## config.mk

```make
export PLATFORM = sky130hd
export DESIGN_NAME = fetch_sequencer
export DESIGN_NICKNAME = d
export VERILOG_FILES = /design/src/rtl/core_pkg.sv /design/src/rtl/fetch_sequencer_pc_reg.sv /design/src/rtl/fetch_sequencer.sv
export SDC_FILE = /design/constraint.sdc
export NUM_CORES = 1
export LEC_CHECK = 0
export ABC_AREA = 1
export BUFFER_PORTS_ARGS = -buffer_cell sky130_fd_sc_hd__buf_2
export CAP_MARGIN = 20
export CORE_ASPECT_RATIO = 0.7
export CORE_MARGIN = 2
export CORE_UTILIZATION = 51
export CTS_CLUSTER_SIZE = 10
export DETAILED_ROUTE_END_ITERATION = 10
export PLACE_DENSITY = 0.87
export SYNTH_ARGS = -nofsm -noshare
export SYNTH_HDL_FRONTEND = slang
export SYNTH_SLANG_ARGS = --single-unit
```

## constraint.sdc

```tcl
create_clock -name clk -period 3.94 [get_ports clk]
set_input_delay 0.197 -clock clk [delete_from_list [all_inputs] [get_ports clk]]
set_output_delay 0.197 -clock clk [all_outputs]
set_load 0.01 [all_outputs]
```

## src/rtl/core_pkg.sv

```systemverilog
// Shared fetch-side types and constants for the core.
package core_pkg;

    typedef enum logic [1:0] {
        BOOT,
        REQ,
        WAIT,
        HOLD
    } fetch_state_t;

    localparam int unsigned INSTR_BYTES = 4;
    localparam logic [31:0] ALIGN_MASK  = ~32'h3;

endpackage

```

## src/rtl/fetch_sequencer_pc_reg.sv

```systemverilog
// Program counter register: sync active-low reset, load enable.
module pc_reg #(
    parameter int unsigned     XLEN         = 32,
    parameter logic [XLEN-1:0] RESET_VECTOR = '0
) (
    input  logic            clk,
    input  logic            reset,
    input  logic            load,
    input  logic [XLEN-1:0] d,
    output logic [XLEN-1:0] q
);

    always_ff @(posedge clk) begin
        if (!reset) begin
            q <= RESET_VECTOR;
        end else if (load) begin
            q <= d;
        end
    end

endmodule

```

## src/rtl/fetch_sequencer.sv

```systemverilog
// Fetch sequencer: owns the PC, issues one imem request at a time,
// buffers the returned word for decode and picks trap/branch/next PC.
module fetch_sequencer
    import core_pkg::*;
#(
    parameter int unsigned     XLEN         = 32,
    parameter logic [XLEN-1:0] RESET_VECTOR = '0
) (
    input  logic            clk,
    input  logic            reset,
    input  logic            stall_i,
    input  logic            branch_taken_i,
    input  logic [XLEN-1:0] branch_target_i,
    input  logic            trap_i,
    input  logic [XLEN-1:0] trap_vector_i,
    output logic            imem_req_o,
    output logic [XLEN-1:0] imem_addr_o,
    input  logic            imem_ready_i,
    input  logic            imem_rsp_valid_i,
    input  logic [31:0]     imem_rsp_data_i,
    output logic            instr_valid_o,
    output logic [31:0]     instr_o,
    output logic [XLEN-1:0] instr_pc_o,
    input  logic            decode_ready_i,
    output logic [XLEN-1:0] pc_o
);

    localparam logic [XLEN-1:0] PC_MASK =
        XLEN'({{32{1'b1}}, ALIGN_MASK});

    fetch_state_t    state;
    fetch_state_t    state_n;
    logic            kill;
    logic            kill_n;
    logic            valid_n;
    logic [31:0]     instr_n;
    logic [XLEN-1:0] ipc_n;
    logic [XLEN-1:0] pc;
    logic [XLEN-1:0] pc_d;
    logic            pc_load;
    logic            req;
    logic            redirect;
    logic [XLEN-1:0] target;

    assign redirect = trap_i || branch_taken_i;
    assign target   = (trap_i ? trap_vector_i : branch_target_i) & PC_MASK;

    pc_reg #(
        .XLEN         (XLEN),
        .RESET_VECTOR (RESET_VECTOR)
    ) u_pc_reg (
        .clk   (clk),
        .reset (reset),
        .load  (pc_load),
        .d     (pc_d),
        .q     (pc)
    );

    always_comb begin
        state_n = state;
        kill_n  = kill;
        valid_n = instr_valid_o;
        instr_n = instr_o;
        ipc_n   = instr_pc_o;
        pc_load = 1'b0;
        pc_d    = pc + XLEN'(INSTR_BYTES);
        req     = 1'b0;
        if (redirect) begin
            pc_load = 1'b1;
            pc_d    = target;
            valid_n = 1'b0;
        end
        unique case (state)
            BOOT: state_n = REQ;
            REQ: begin
                req = !stall_i && !redirect;
                if (req && imem_ready_i) begin
                    state_n = WAIT;
                end
            end
            WAIT: begin
                // A redirect with the word still in flight must drop it later.
                if (redirect) begin
                    if (imem_rsp_valid_i) begin
                        kill_n  = 1'b0;
                        state_n = REQ;
                    end else begin
                        kill_n = 1'b1;
                    end
                end else if (imem_rsp_valid_i) begin
                    if (kill) begin
                        kill_n  = 1'b0;
                        state_n = REQ;
                    end else begin
                        instr_n = imem_rsp_data_i;
                        ipc_n   = pc;
                        valid_n = 1'b1;
                        pc_load = 1'b1;
                        state_n = HOLD;
                    end
                end
            end
            HOLD: begin
                if (redirect) begin
                    state_n = REQ;
                end else if (decode_ready_i && !stall_i) begin
                    valid_n = 1'b0;
                    state_n = REQ;
                end
            end
            default: state_n = BOOT;
        endcase
    end

    always_ff @(posedge clk) begin
        if (!reset) begin
            state         <= BOOT;
            kill          <= 1'b0;
            instr_valid_o <= 1'b0;
            instr_o       <= '0;
            instr_pc_o    <= '0;
        end else begin
            state         <= state_n;
            kill          <= kill_n;
            instr_valid_o <= valid_n;
            instr_o       <= instr_n;
            instr_pc_o    <= ipc_n;
        end
    end

    assign imem_req_o  = reset && req;
    assign imem_addr_o = pc;
    assign pc_o        = pc;

endmodule

```

==> impl_metrics.py <==
metrics = {
    "outcome": {
        "status": "finished, final reports clean",
    },
    "drt": {
        "remaining_drc_errors": 0,
        "dr.first_iter.drc_count": 320,
        "vias_per_cell": 5.042,
        "routedWlPerCell_um": 14.00,
        "wl_um": 14750,
        "postRouteAntennaNets": 0,
        "vias": 5314,
        "drt-pass1-iter-count": 5,
    },
    "floorplan": {
        "io_pins": 234,
        "rows": 30,
        "die-height_um": 87.91,
        "die-area_um2": 10890,
        "core_area_um2": 9722,
        "start_util_pct": 52.77,
        "die_w_um": 123.9,
    },
    "clock_tree": {
        "clk_path_buf_depth": 2,
        "htreeDepth": 3,
        "cts.reportedPaths.clkPinSlew_ns": 0.07,
        "clk_latency_ns": 0.34,
        "cts_tree": "yes",
        "numCtsBuffers": 9,
        "tritoncts_num_sinks": 96,
        "ctsResizeCount": 0,
        "postCtsSetupBuffers": 0,
        "ctsHoldBuffers": 0,
        "cts-root-buf": "clkbuf_16",
    },
    "logic_synthesis": {
        "avgSynthCellArea_um2": 6.804,
        "postSynthCellCount": 754,
        "ys_warn_count": 0,
        "ys_ff_latch": 96,
        "ys_types": 33,
        "synth_area_um2": 5130,
        "async_flop_share_pct": 0,
        "synth-main-ff-cell": "dfxtp_1",
        "ys_seq_area_share_pct": 37.46,
        "synth_edf_count": 0,
    },
    "power": {
        "power.density_nw_per_um2": 416.9,
        "ir_worst_vdd_mv": 0.2286,
        "leakage_nw": 3.106,
    },
    "timing": {
        "post-route-period-util_pct": 56.94,
        "worst_pin_slew_ns": 1.048,
        "skew_ns": 0.006943,
        "setup_violations": 0,
        "rsz0062_at_grt": "false",
        "max_freq_mhz": 445.8,
        "slew_viol_final": 0,
        "hold_violations": 0,
        "finalCriticalPeriod_ns": 2.243,
        "fin_tns_setup_ns": 0,
        "relSlewSlack_pct": 30.10,
        "setup_ws_ns": 1.697,
    },
    "critical_path": {
        "worstPathArrival_ns": 2.46,
        "cp-start-kind": "register",
        "critical_path_class": "reg -> reg",
        "worstPathRequired_ns": 4.16,
        "crit_fanout": 69,
        "end_kind": "register",
    },
    "final_layout": {
        "syn_to_final_growth_pct": 23.39,
        "drive_above_1_share_pct": 29.37,
        "nets": 1029,
        "diodes": 0,
    },
    "hold_path": {
        "hp-class": "in -> reg",
    },
    "grt": {
        "grt_overflow": 0,
        "first_global_vias": 4677,
        "grt_pass1_wl_um": 22660,
        "grt_max_degree": 70,
        "grtUsageTotal_pct": 26.61,
        "antenna_found_initial": 0,
    },
    "placed_design": {
        "port-buffer-count": 223,
        "gp_congestion": 0.8990,
        "place_hpwl_um": 10520,
        "pre_cts_slack_ns": 1.676,
    },
    "run": {
        "drv_cap": 0,
    },
}
==> path summary, 6_finish.rpt <==
kind	start	endpoint	slack [ns]	depth (start not counted)
worst max-delay path	state[0]	instr_pc_o[5]	1.70	10
worst min-delay path	imem_rsp_data_i[15]	instr_o[15]	0.1	3
worst max register to register	state[0]	instr_pc_o[5]	1.70	10
worst min register to register	instr_pc_o[8]	instr_pc_o[8]	0.48	2
==> synthesized netlist by cell type, drive strengths merged, types with 3 or more instances <==
master / n / area share (%)
clkbuf: 20 / 1.7
nand3: 22 / 2.1
nand3b: 3 / 0.44
a21oi: 68 / 6.6
o21ai: 125 / 12
a31oi: 7 / 0.85
nor2: 180 / 15
ha: 4 / 0.98
buf: 57 / 7.6
xor2: 6 / 1.0
nand2: 102 / 8.2
dfxtp: 96 / 37
inv: 51 / 3.7
==> stage by stage <==
step | cells | instance area [um2] | util, % | hold WS, ns | power [mW]
4_1_cts | 1054 | 6330 | 65.11 | 0.09529 | 2.651
2_1_floorplan | 759 | 5149 | - | 0.3445 | 1.533
3_3_place_gp | 1038 | 6007 | 61.79 | 0.4349 | 1.706
6_report | 1054 | 6330 | 65.11 | 0.09912 | 2.639
5_1_grt | 1054 | 6330 | 65.11 | 0.09740 | 2.781
3_5_place_dp | 1038 | 6007 | 61.79 | 0.4447 | 1.720
==> worst max-delay path, cell delays in order (launching register included) <==
cell	delay (ns)
dfxtp_1	0.37
inv_1	0.07
ha_1	0.24
nand2_1	0.15
nor2_1	0.08
nand2_2	0.06
buf_4	0.38
inv_2	0.17
buf_12	0.22
o21ai_0	0.23
a21oi_1	0.06
==> state kept, by name, indices dropped and copies added (netlist names) <==
signal and flops:
u_pc_reg.q 30, instr_valid_o 1, instr_o 32, instr_pc_o 30, state 2, kill 1
==> cell families after synthesis <==
family	after synthesis	synth area share, %
AO/OA/AOI/OAI	206	20.61
XOR/XNOR	8	1.366
flip-flops	96	37.46
buffers and inverters	128	13.00
AND/OR/NAND/NOR	311	26.51
adder cells (fa/ha/maj)	4	0.9756
other	1	0.07310
==> cell usage in the layout, fill, tap and decap left out, drive strengths merged, types with 4 or more instances in the layout <==
master,instances
a21oi,68
clkbuf,11
buf,228
o21ai,125
nand2,102
dfxtp,96
xor2,6
inv,51
conb,6
ha,4
nand3,22
nor2,180
a31oi,7
==> layer usage <==
metal | wire, um | up-vias | track usage, %
met2 | 6587 | 225 | 44.06
met5 | 0 | - | 0
met1 | 6622 | 2332 | 34.62
met4 | 210 | 0 | 7.541
met3 | 1331 | 20 | 6.641
li1 | - | 2737 | -
==> where the power goes <==
part           total [mW]  internal [mW]  leakage [nW]  switching [mW]
clock network       0.938          0.573         0.152           0.365
registers            1.16           1.05         0.783           0.103
logic               0.546          0.219          2.17           0.327
==> layout make-up <==
type                       instances  area, um2
timing repair buffer             228       1166
inverter                          51      191.4
fill                             934       3392
clock inverter                     5      80.08
sequential                        96       1922
tap                              128      160.2
clock buffer                      11      242.7
multi-input combinational        535       2567
No activity file was read; power rests on OpenSTA's default activity.
